`config.mk`:
```
export PLATFORM = sky130hd
export DESIGN_NAME = scrambler_arbiter
export DESIGN_NICKNAME = d
export VERILOG_FILES = /design/src/rtl/scrambler_arbiter_pkg.sv /design/src/rtl/rr_arbiter2.sv /design/src/rtl/scrambler_arbiter.sv
export SDC_FILE = /design/constraint.sdc
export NUM_CORES = 1
export LEC_CHECK = 0
export ABC_CLOCK_PERIOD_IN_PS = 3900
export BUFFER_PORTS_ARGS = -buffer_cell sky130_fd_sc_hd__buf_2
export CORE_MARGIN = 1
export CORE_UTILIZATION = 43
export CTS_CLUSTER_DIAMETER = 60
export CTS_CLUSTER_SIZE = 20
export DETAILED_ROUTE_END_ITERATION = 12
export PLACE_DENSITY = 0.86
export SLEW_MARGIN = 20
export SYNTH_ARGS = -nofsm -noshare
export SYNTH_HDL_FRONTEND = slang
export SYNTH_SLANG_ARGS = --single-unit
export TNS_END_PERCENT = 1
```
`constraint.sdc`:
```
create_clock -name aclk -period 3.9 [get_ports aclk]
set_input_delay 0.195 -clock aclk [delete_from_list [all_inputs] [get_ports aclk]]
set_output_delay 0.195 -clock aclk [all_outputs]
set_load 0.01 [all_outputs]
```
`src/rtl/scrambler_arbiter_pkg.sv`:
```
// Shared encodings and seeds for the scrambler arbiter and its benches.
// Also holds the two-way round-robin pick used by rr_arbiter2.
package scrambler_arbiter_pkg;

   localparam logic [1:0] ST_IDLE   = 2'd0;
   localparam logic [1:0] ST_LOAD   = 2'd1;
   localparam logic [1:0] ST_STREAM = 2'd2;
   localparam logic [1:0] ST_DRAIN  = 2'd3;

   localparam logic [6:0] SEED_DEFAULT_A = 7'b1011101;
   localparam logic [6:0] SEED_DEFAULT_B = 7'b1111111;

   // On contention the source that was not served last wins.
   function automatic logic [1:0] pick_rr(
      input logic [1:0] req,
      input logic       last_served
   );
      logic [1:0] g;
      g = req;
      if (req == 2'b11)
         g = last_served ? 2'b01 : 2'b10;
      return g;
   endfunction

endpackage

```
`src/rtl/rr_arbiter2.sv`:
```
// Two-request round-robin arbiter with a one-hot grant.
// last_served only moves when the owner accepts the grant via en.
import scrambler_arbiter_pkg::*;

module rr_arbiter2 (
   input  logic       clk,
   input  logic       rst_n,
   input  logic [1:0] req,
   input  logic       en,
   output logic [1:0] gnt
);

   logic last_q;

   assign gnt = pick_rr(req, last_q);

   always_ff @(posedge clk) begin
      if (!rst_n)
         last_q <= 1'b1;
      else if (en && (|gnt))
         last_q <= gnt[1];
   end

endmodule

```
`src/rtl/scrambler_arbiter.sv`:
```
// Shares one scrambler between two frame sources, reseeding it per frame.
// Grant is held from the seed load until the frame's tlast.
import scrambler_arbiter_pkg::*;

module scrambler_arbiter #(
   parameter int WIDTH      = 24,
   parameter int SEED_WIDTH = 7,
   parameter int MAX_BEATS  = 256
) (
   input  logic                  aclk,
   input  logic                  aresetn,
   input  logic [WIDTH-1:0]      s0_axis_tdata,
   input  logic                  s0_axis_tvalid,
   output logic                  s0_axis_tready,
   input  logic                  s0_axis_tlast,
   input  logic [SEED_WIDTH-1:0] s0_seed,
   input  logic [WIDTH-1:0]      s1_axis_tdata,
   input  logic                  s1_axis_tvalid,
   output logic                  s1_axis_tready,
   input  logic                  s1_axis_tlast,
   input  logic [SEED_WIDTH-1:0] s1_seed,
   output logic [WIDTH-1:0]      m_axis_tdata,
   output logic                  m_axis_tvalid,
   input  logic                  m_axis_tready,
   output logic                  m_axis_tlast,
   output logic [SEED_WIDTH-1:0] cfg_seed,
   output logic                  cfg_seed_load,
   output logic [1:0]            grant,
   output logic                  trunc
);

   localparam int CW = $clog2(MAX_BEATS + 1);
   localparam logic [CW-1:0] LAST_BEAT = CW'(MAX_BEATS - 1);

   logic [1:0]            state;
   logic [1:0]            grant_q;
   logic [1:0]            arb_gnt;
   logic [CW-1:0]         beat_cnt;
   logic [SEED_WIDTH-1:0] seed_q;
   logic                  trunc_q;

   logic                  in_idle, in_load, in_stream, in_drain;
   logic                  s_valid, s_last, src_ready;
   logic                  m_hs, s_hs, at_limit;
   logic [WIDTH-1:0]      s_data;

   assign in_idle   = (state == ST_IDLE);
   assign in_load   = (state == ST_LOAD);
   assign in_stream = (state == ST_STREAM);
   assign in_drain  = (state == ST_DRAIN);

   rr_arbiter2 u_arb (
      .clk   (aclk),
      .rst_n (aresetn),
      .req   ({s1_axis_tvalid, s0_axis_tvalid}),
      .en    (in_idle),
      .gnt   (arb_gnt)
   );

   assign s_valid = grant_q[1] ? s1_axis_tvalid : s0_axis_tvalid;
   assign s_last  = grant_q[1] ? s1_axis_tlast  : s0_axis_tlast;
   assign s_data  = grant_q[1] ? s1_axis_tdata  : s0_axis_tdata;

   assign at_limit = (beat_cnt == LAST_BEAT);

   // Outputs are gated by aresetn so nothing moves while reset is held.
   assign src_ready = aresetn & ((in_stream & m_axis_tready) | in_drain);
   assign s0_axis_tready = src_ready & grant_q[0];
   assign s1_axis_tready = src_ready & grant_q[1];

   assign m_axis_tvalid = aresetn & in_stream & s_valid;
   assign m_axis_tdata  = s_data;
   assign m_axis_tlast  = in_stream & (s_last | at_limit);

   assign m_hs = m_axis_tvalid & m_axis_tready;
   assign s_hs = s_valid & src_ready;

   assign cfg_seed      = seed_q;
   assign cfg_seed_load = aresetn & in_load;
   assign grant         = grant_q;
   assign trunc         = trunc_q;

   always_ff @(posedge aclk) begin
      if (!aresetn) begin
         state    <= ST_IDLE;
         grant_q  <= 2'b00;
         seed_q   <= '0;
         beat_cnt <= '0;
         trunc_q  <= 1'b0;
      end else begin
         trunc_q <= 1'b0;
         unique case (1'b1)
            in_idle: begin
               if (|arb_gnt) begin
                  grant_q <= arb_gnt;
                  seed_q  <= arb_gnt[1] ? s1_seed : s0_seed;
                  state   <= ST_LOAD;
               end
            end
            in_load: begin
               beat_cnt <= '0;
               state    <= ST_STREAM;
            end
            in_stream: begin
               if (m_hs) begin
                  beat_cnt <= beat_cnt + CW'(1);
                  if (s_last) begin
                     state   <= ST_IDLE;
                     grant_q <= 2'b00;
                  end else if (at_limit) begin
                     trunc_q <= 1'b1;
                     state   <= ST_DRAIN;
                  end
               end
            end
            in_drain: begin
               if (s_hs && s_last) begin
                  state   <= ST_IDLE;
                  grant_q <= 2'b00;
               end
            end
            default: state <= ST_IDLE;
         endcase
      end
   end

endmodule
```
======== Yosys cells after proc, flatten, opt, wreduce, memory -nomap -nowiden ========
Cells that the tools add are included.
operators by class
  equality and inequality tests ........... 10
  add/subtract/negate cells ............... 1
  mux-type cells .......................... 19
  reductions and logical operators ........ 11
  bitwise operators ....................... 15
operator list
  cell                                            count
  two-way mux 24 bit                              1
  two-way mux 2 bit                               10
  case mux 9 bit (2 select lines)                 1
  AND 1 bit                                       10
  adder 9 x 1 -> 9 bit (second input constant)    1
  == test 9 x 8 -> 1 bit (second input constant)  1
  two-way mux 9 bit                               1
  case mux 2 bit (4 select lines)                 1
  two-way mux 7 bit                               1
  == test 2 bit (second input constant)           3
  != test 2 x 1 -> 1 bit (second input constant)  3
  case mux 2 bit (3 select lines)                 1
  AND reduction 5 bit                             1
  AND reduction 2 bit                             2
  AND reduction 4 bit                             1
  OR reduction 4 bit                              1
  two-way mux 1 bit                               3
  != test 3 x 1 -> 1 bit (second input constant)  1
  NOT 1 bit                                       3
  nonzero test 3 bit                              1
  == test 2 x 1 -> 1 bit (second input constant)  1
  logical AND 1 bit                               2
  logical NOT 2 bit                               1
  != test 2 bit (second input constant)           1
  other kinds (3)                                 4
storage, ports and cells
  flip-flop bits (word level) ............. 22
  bits of input ports ..................... 69

======== Longest topological paths before layout ========
Gate-level depths: netlist (run 1).
  depth in word-level cells ............... 8
  mapped depth ............................ 7

======== Hierarchy ========
A second synthesis (run 1) with hierarchy kept.
unflattened totals
  cell total of the unflattened synthesis .. 152
  area, all modules ....................... 1,426.4 µm²
by module, submodules not included
  module             times used  cells each  area an instance (µm²)  sequential area each (µm²)
  scrambler_arbiter  1           145         1,367.6                 420.4
  rr_arbiter2        1           7           58.8                    20.0

======== Least setup slack after synthesis (run 1) ========
No wires, ideal clock.
  kind .................................... register to register
  from .................................... reg grant_q[1], in the netlist grant[1]
  to ...................................... reg grant_q[0], in the netlist grant[0]
  arrival ................................. 1.389 ns
  required time ........................... 3.828 ns
  stages on the path, launching flop included .. 6
  path slack .............................. 2.440 ns
  setup time .............................. 0.072 ns
  cells stage by stage .................... dfxtp_1 -> buf_2 -> mux2i_1 -> nor2_1 -> a21oi_1 -> mux2i_1
between the ends
  longest elaborated chain between the ends .. 5
RTL lines
  what                                                   RTL line                                           source
  from (decl)                                            scrambler_arbiter.sv:36                            logic [1:0] grant_q;
  from (signal assigned)                                 scrambler_arbiter.sv:95                            grant_q <= arb_gnt;
  two-way mux 1 bit                                      scrambler_arbiter.sv:60                            assign s_valid = grant_q[1] ? s1_axis_tvalid : s0_axis_tvalid;
  AND 1 bit, on equally long branches                    scrambler_arbiter.sv:71, scrambler_arbiter.sv:76
  AND 1 bit / logical AND 1 bit (equally long branches)  scrambler_arbiter.sv:75, scrambler_arbiter.sv:117
  != test 2 x 1 -> 1 bit (no line)                       n/a
  AND reduction 5 bit (no line) *                        n/a
Mark *: on every way between the ends. The rest lies on a longest branch, timed or not.
A chain may end at the register's enable or synchronous reset.

======== Worst setup path after layout (run 1) ========
  from .................................... reg grant_q[1], in the netlist grant[1]
  to ...................................... out m_axis_tlast
between the ends
  longest elaborated chain between the ends .. 3
RTL lines
  what               RTL line                 source
  two-way mux 1 bit  scrambler_arbiter.sv:61  assign s_last = grant_q[1] ? s1_axis_tlast : s0_axis_tlast;
  OR 1 bit           scrambler_arbiter.sv:73  assign m_axis_tlast = in_stream & (s_last | at_limit);
  AND 1 bit          scrambler_arbiter.sv:73
  to (decl)          scrambler_arbiter.sv:25  output logic m_axis_tlast,
Every way passes these cells.

==> results_dict.tcl, run 1 <==
set metrics [dict create \
    clock_latency_ps 300 \
    die_area_mm2 0.00347 \
    route.detailed.wl_per_inst_um 12.4 \
    portBuffers 107 \
    yosysWarningCount 0 \
    fin_tns_setup_ps 0 \
    hold_viol_final 0 \
    num_vias 1455 \
    crit_path_start_kind "register" \
    post_drt_via_cell_ratio 4.80 \
    relSlewSlack_pct 66.4 \
    ys_ff_latch 22 \
    finalClockSkew_ps 2.44 \
    pin_count 108 \
    dr.pass1.iters 4 \
    leakage_nw 0.939 \
    multi_input_area_um2 896 \
    postPlaceCellArea_mm2 0.00195 \
    fin_crit_sh_pct 58.0 \
    cts_made_buffers 3 \
    grt_usage_pct 23.4 \
    power_density_mw_per_mm2 285 \
    gp_congestion 0.797 \
    peakVddDrop_mv 0.246 \
    period_needed_ps 2260 \
    syn-cell-area_mm2 0.00139 \
    path_max_fanout 18 \
    root_buffer "clkbuf_4" \
    cts_resized 0 \
    yosys.cell_types.count 35 \
    required_ps 3700 \
    cts_tree "done" \
    cts_num_sinks 22 \
    num_rows 20 \
    grt_pass1_vias 1382 \
    antenna_found_initial 0 \
    postRouteAntennaNets 0 \
    synth-seq-area-share_pct 31.6 \
    synth_nets 225 \
    dieHeight_um 58.9 \
    synth_top_cells_by_area "dfxtp_1, mux2_2, mux2i_1, a211oi_1, nor2_1" \
    synth-edff-count 0 \
    htree_levels 1 \
    n_antenna_cell 0 \
    ff2ff_path_depth 5 \
    drc 0 \
    fin_nets 331 \
    drt_iter0_markers 23 \
    layout-drive-gt1-share_pct 55.6 \
    arrival_ps 2070 \
    drv_cap 0 \
    path_clk_slew_ps 120 \
    grt_max_degree 19 \
    clockBufferDepth 2 \
    fillers 283 \
    tightest_slew_ps 504 \
    syn_avg_cell_area_um2 9.04 \
    whs_ps 174 \
    rsz0062_at_grt "no" \
    synthCells 154 \
    die_x_um 58.9 \
    status "finished clean" \
    drv_slew 0 \
    end_kind "output port" \
    hpwl_um 3100 \
    setup_viol 0 \
    initial_core_util_pct 45.6 \
    crit_type "register to output port" \
    grt_pass1_wl_um 6150 \
    ys.flop_type "dfxtp_1" \
    fin_area_mm2 0.00199 \
    area_growth_syn_to_layout_pct 42.9 \
    regArea_um2 440 \
    post-cts-setup-buffer-count 0 \
    holdBufCountCts 0 \
    core_mm2 0.00305 \
    timing.fmax_mhz 442 \
    async_reset_ff_share_pct 0 \
    whs_path_depth 2 \
    hold_class "input pin to register" \
    power.total_mw 0.567 \
    yosys.area.top_type "dfxtp_1" \
    drt-total-wl_um 3770 \
    overflow 0 \
    yosys.area.top_type_share_pct 31.6 \
]
==> cell usage in the layout (no fill, tap or decap), drive strengths merged, types with 6 or more instances in the layout <==
master and instances:
a211oi 8, a21oi 10, and2 6, mux2i 11, nor2 15, mux2 25
buf 109, dfxtp 22, nand2 8, o21ai 8
==> where the power goes <==
part | total, mW | switching (mW) | leakage (nW) | internal [mW]
logic | 0.189 | 0.0912 | 0.738 | 0.0976
registers | 0.255 | 0.0143 | 0.180 | 0.241
clock network | 0.123 | 0.0659 | 0.0210 | 0.0570
==> area by class of cell <==
| class | instances | share of cell area [%] |
|---|---|---|
| sequential | 22 | 22.1 |
| clock buffer | 4 | 1.82 |
| tap | 44 | 2.77 |
| inverter | 3 | 0.566 |
| multi-input combinational | 121 | 45.0 |
| timing repair buffer | 109 | 27.7 |
==> kinds of logic (layout without fill, tap and decap cells) <==
group / Yosys count / count (layout) / share of synthesized area [%]
mux: 36 / 36 / 28.4
buf+inv: 11 / 116 / 4.04
simple gates: 51 / 51 / 19.9
flops: 22 / 22 / 31.6
compound gates: 32 / 32 / 14.3
fa+ha+maj: 2 / 2 / 1.80
==> cell usage after synthesis, types with 4 or more instances <==
master / instances
a21oi_1: 9
mux2_2: 24
or3_1: 4
nor2_1: 15
buf_2: 6
o21ai_0: 8
and2_1: 5
dfxtp_1: 22
nand3_1: 4
nand2_1: 8
a211oi_1: 8
mux2i_1: 11
==> metal layers <==
metal	wire, um	vias to the layer above	track usage [%]
li1	-	769	-
met1	1800	643	30.2
met2	1770	41	39.3
met3	186	2	6.59
met4	13	0	4.42
met5	0	-	0
==> registers in the layout, summed over array words and instances (netlist names) <==
signal,cells
state,2
trunc,1
grant,2
u_arb.last_q,1
cfg_seed,7
beat_cnt,9
==> worst paths after layout <==
| path | from | endpoint | slack [ps] |
|---|---|---|---|
| setup / recovery | grant[1] | m_axis_tlast | 1640 |
| hold / removal | aresetn | u_arb.last_q | 170 |
| setup reg to reg | grant[1] | grant[0] | 1920 |
| hold reg to reg | grant[0] | grant[0] | 480 |
==> metrics by stage <==
step	setup WS, ps	cells	utilization (%)
2_1_floorplan	2440	154	-
3_3_place_gp	2050	299	64.0
3_5_place_dp	1970	299	64.0
4_1_cts	1620	303	65.2
5_1_grt	1450	303	65.2
6_report	1640	303	65.2
==> critical path, stage by stage (launching register included) <==
cell and delay, ps:
dfxtp_1 650, buf_4 340, mux2i_1 370, nor2b_1 190, nor3b_1 60, buf_2 150
No activity file was read; power rests on OpenSTA's default activity.
==> run 2: changes to the inputs <==
- ABC_CLOCK_PERIOD_IN_PS: 3900 -> 2000
- CORE_UTILIZATION: 43 -> 36
- PLACE_DENSITY: 0.86 -> 0.77
- clock period: 3.9 -> 2 ns (I/O delays scaled with it)
==> results_dict.tcl, run 2 (synthesized netlist as in run 1, its figures left out) <==
set metrics [dict create \
    status "finished clean" \
    post-cts-setup-buffer-count 0 \
    htree_levels 1 \
    postRouteAntennaNets 0 \
    grt_max_degree 26 \
    leakage_nw 0.952 \
    hold_viol_final 0 \
    timing.fmax_mhz 545 \
    portBuffers 107 \
    root_buffer "clkbuf_8" \
    top_register "beat_cnt" \
    grt_pass1_vias 1358 \
    antenna_found_initial 0 \
    grt_usage_pct 18.9 \
    ff2ff_path_depth 4 \
    r2r-start "grant[1]" \
    cts_tree "done" \
    relSlewSlack_pct 69.4 \
    period_needed_ps 1830 \
    critPathLaunch "beat_cnt[3]" \
    switching_share_pct 29.5 \
    grt_pass1_wl_um 6110 \
    arrival_ps 1730 \
    r2r_slack_ps 410 \
    finalClockSkew_ps 2.00 \
    gp_congestion 0.753 \
    post_drt_via_cell_ratio 4.81 \
    crit_cells 7 \
    drt-total-wl_um 3760 \
    dr.pass1.iters 4 \
    hpwl_um 3090 \
    drv_slew 0 \
    cts_resized 0 \
    cp_slowest_stage_delay_ps 380 \
    drc 0 \
    crit_type "register to output port" \
    layout-drive-gt1-share_pct 55.8 \
    path_delay_family "simple AND/OR/NAND/NOR gates" \
    pin_count 108 \
    power.share.combinational_pct 31.6 \
    setup_viol 0 \
    tightest_slew_ps 459 \
    worstSetupEndpoint "m_axis_tlast" \
    drt_iter0_markers 60 \
    crit_path_start_kind "register" \
    fin_nets 332 \
    n_antenna_cell 0 \
    rsz0062_at_grt "no" \
    layout_setup_ws_ps 166 \
    crit_chain "and3_1 > nand3_1 > nor2_1 > ha_1 > nor2b_1 > nor3b_1 > buf_2" \
    core_mm2 0.00369 \
    hold_class "input pin to register" \
    dp_slack_ps 417 \
    num_vias 1482 \
    clockBufferDepth 2 \
    peakVddDrop_mv 0.312 \
    die_area_mm2 0.00412 \
    fin_tns_setup_ps 0 \
    largest_register_ffs 9 \
    num_rows 22 \
    dieHeight_um 64.2 \
    worstReg2RegEnd "beat_cnt[2]" \
    intPower_mw 0.839 \
    overflow 0 \
    clock_latency_ps 260 \
    cp_slowest_cell "dfxtp_1" \
    holdBufCountCts 0 \
    power.total_mw 1.19 \
    min_from "aresetn" \
    fin_crit_sh_pct 91.7 \
    area_growth_syn_to_layout_pct 45.1 \
    clkPwrFrac_pct 27.0 \
    route.detailed.wl_per_inst_um 12.2 \
    cts_num_sinks 22 \
    cts_made_buffers 3 \
    required_ps 1900 \
    initial_core_util_pct 37.8 \
    seqPwrFrac_pct 41.4 \
    p_sw_mw 0.351 \
    die_x_um 64.2 \
    power_density_mw_per_mm2 588 \
    final_common_cell "buf_2" \
    path_clk_slew_ps 80 \
    end_kind "output port" \
    drv_cap 0 \
    path_buf_inv 1 \
    layout_common_cells "buf_2, mux2_2, dfxtp_1, nor2_1, mux2i_1" \
    path_max_fanout 5 \
]
run 2: area by class of cell:
| cell class | instances | area (um^2) |
|---|---|---|
| well taps | 48 | 60.1 |
| fillers | 394 | 1670 |
| multi-input cells | 121 | 896 |
| flip-flops and latches | 22 | 440 |
| inverters | 3 | 11.3 |
| repair buffers | 110 | 558 |
| clock buffers | 4 | 55.1 |
run 2: how the worst min path moves through the flow:
stage / slack, ps / end / cells after the start
2_1_floorplan: 270 / grant[0] / 2
3_3_place_gp: 380 / u_arb.last_q / 2
3_5_place_dp: 380 / u_arb.last_q / 2
4_1_cts: 100 / u_arb.last_q / 2
5_1_grt: 120 / u_arb.last_q / 2
6_report: 110 / u_arb.last_q / 2
run 2: through the flow:
stage | hold WS [ps] | cell area (um^2) | instances | utilization, %
floorplan | 268 | 1390 | 154 | -
global placement | 379 | 1970 | 304 | 53.3
detailed placement | 380 | 1970 | 304 | 53.3
CTS | 102 | 2020 | 308 | 54.8
global route | 125 | 2020 | 308 | 54.8
finish | 106 | 2020 | 308 | 54.8
run 2: worst register-to-register path, delay by kind of cell, from the launching register on:
| family | cells | cell delay [ps] |
|---|---|---|
| muxes | 1 | 350 |
| AOI/OAI and AO/OA | 3 | 710 |
| DFF | 1 | 470 |
run 2: power groups by stage:
stage,logic (mW),registers [mW],clock network (mW)
2_1_floorplan,0.214,0.510,0
3_3_place_gp,0.373,0.502,0
3_5_place_dp,0.379,0.503,0
4_1_cts,0.380,0.493,0.328
5_1_grt,0.415,0.499,0.344
6_report,0.375,0.492,0.322
run 2: layer usage:
layer | track usage (%) | wire length [um] | share of wire, %
met1 | 24.6 | 1780 | 47
met5 | 0 | 0 | 0
met2 | 31.1 | 1750 | 46
met3 | 4.29 | 202 | 5.4
met4 | 5.00 | 27 | 0.72
==> run 3: changes to the inputs <==
- ABC_CLOCK_PERIOD_IN_PS: 2000 -> 1950
- CORE_UTILIZATION: 36 -> 40
- PLACE_DENSITY: 0.77 -> 0.81
- clock period: 2 -> 1.95 ns (I/O delays scaled with it)
==> results_dict.tcl, run 3 (synthesized netlist as in run 1, its figures left out) <==
set metrics [dict create \
    status "finished clean" \
    fin_nets 332 \
    root_buffer "clkbuf_4" \
    area_growth_syn_to_layout_pct 46.0 \
    path_clk_slew_ps 130 \
    post_drt_via_cell_ratio 4.95 \
    cts_made_buffers 3 \
    post-cts-setup-buffer-count 0 \
    gp_congestion 0.807 \
    peakVddDrop_mv 0.356 \
    htree_levels 1 \
    drt_iter0_markers 28 \
    initial_core_util_pct 41.7 \
    antenna_found_initial 0 \
    clockBufferDepth 2 \
    end_kind "output port" \
    num_vias 1514 \
    rsz0062_at_grt "no" \
    cts_tree "done" \
    postRouteAntennaNets 0 \
    portBuffers 107 \
    dieHeight_um 61.0 \
    arrival_ps 1670 \
    setup_viol 0 \
    timing.fmax_mhz 565 \
    fin_tns_setup_ps 0 \
    clock_latency_ps 320 \
    drv_slew 0 \
    num_rows 21 \
    required_ps 1850 \
    period_needed_ps 1770 \
    fin_area_mm2 0.00203 \
    grt_usage_pct 23.5 \
    top_register "beat_cnt" \
    path_max_fanout 3 \
    tightest_slew_ps 454 \
    leakage_nw 0.951 \
    cts_num_sinks 22 \
    grt_pass1_wl_um 6490 \
    dr.pass1.iters 4 \
    overflow 0 \
    hold_class "input pin to register" \
    crit_path_start_kind "register" \
    route.detailed.wl_per_inst_um 13.6 \
    layout_common_cells "buf_2, mux2_2, dfxtp_1, nor2_1, mux2i_1" \
    die_area_mm2 0.00372 \
    grt_max_degree 23 \
    hpwl_um 3330 \
    crit_type "register to output port" \
    drv_cap 0 \
    layout_setup_ws_ps 180 \
    drc 0 \
    relSlewSlack_pct 69.7 \
    die_x_um 61.0 \
    dp_slack_ps 314 \
    final_common_cell "buf_2" \
    pin_count 108 \
    layout-drive-gt1-share_pct 59.2 \
    fin_crit_sh_pct 90.8 \
    power.total_mw 1.26 \
    grt_pass1_vias 1468 \
    postPlaceCellArea_mm2 0.00196 \
    n_antenna_cell 0 \
    hold_viol_final 0 \
    finalClockSkew_ps 1.73 \
    core_mm2 0.00334 \
    largest_register_ffs 9 \
    drt-total-wl_um 4160 \
    power_density_mw_per_mm2 621 \
]
==> run 3: cell types whose count changed in the layout (fill, tap and decap cells not counted), moves of 3 or more <==
cell,change
dfxtp_1,-6
dfxtp_2,+6
clkbuf_4,+3
clkbuf_8,-4
==> run 3: repair_timing <==
| action | in CTS | in global routing |
|---|---|---|
| endpoints found under the hold margin | 0 | 0 |
| hold buffers | 0 | 0 |
| endpoints found under the setup margin | 0 | 8 |
| gates resized for setup | 0 | 9 |
==> run 3: per-stage QoR <==
| stage | utilization, % | std cells | hold slack [ps] |
|---|---|---|---|
| 6_report | 60.9 | 306 | 65.9 |
| 5_1_grt | 60.9 | 306 | 74.9 |
| 4_1_cts | 60.4 | 306 | 59.6 |
| 3_5_place_dp | 58.8 | 302 | 397 |
| 3_3_place_gp | 58.8 | 302 | 384 |
| 2_1_floorplan | - | 154 | 265 |
==> run 3: path summary, 6_finish.rpt <==
| path | end | startpoint | cells after the start | slack (ps) |
|---|---|---|---|---|
| max reg2reg | beat_cnt[5] | state[1] | 4 | 350 |
| max | m_axis_tlast | beat_cnt[0] | 7 | 180 |
| min | u_arb.last_q | aresetn | 2 | 70 |
| min reg2reg | beat_cnt[5] | beat_cnt[5] | 2 | 480 |
==> run 3: critical path, stage by stage, from the launching register on <==
cell and delay (ps):
dfxtp_2 380, ha_2 210, nand3_2 100, nor2_2 120, ha_1 170, nor2b_1 50
nor3b_1 150, buf_2 160
==> run 3: cell type report <==
| cell class | count | area [um^2] |
|---|---|---|
| Inverter | 3 | 11.3 |
| Sequential cell | 22 | 448 |
| Fill cell | 308 | 1300 |
| Multi-Input combinational cell | 121 | 906 |
| Clock inverter | 1 | 30.0 |
| Tap cell | 46 | 57.6 |
| Clock buffer | 3 | 22.5 |
| Timing Repair Buffer | 110 | 558 |
==> run 3: where the power goes <==
group	switching [mW]	total [mW]	internal [mW]
clock	0.156	0.364	0.208
combinational	0.191	0.390	0.199
sequential	0.0270	0.509	0.482
total	0.374	1.26	0.889
==> run 3: per-layer routing <==
layer | vias to the layer above | global-route usage [%] | routed length [um]
li1 | 772 | - | -
met1 | 693 | 29.9 | 1850
met2 | 45 | 41.6 | 2110
met3 | 4 | 3.20 | 169
met4 | 0 | 6.82 | 34
met5 | - | 0 | 0
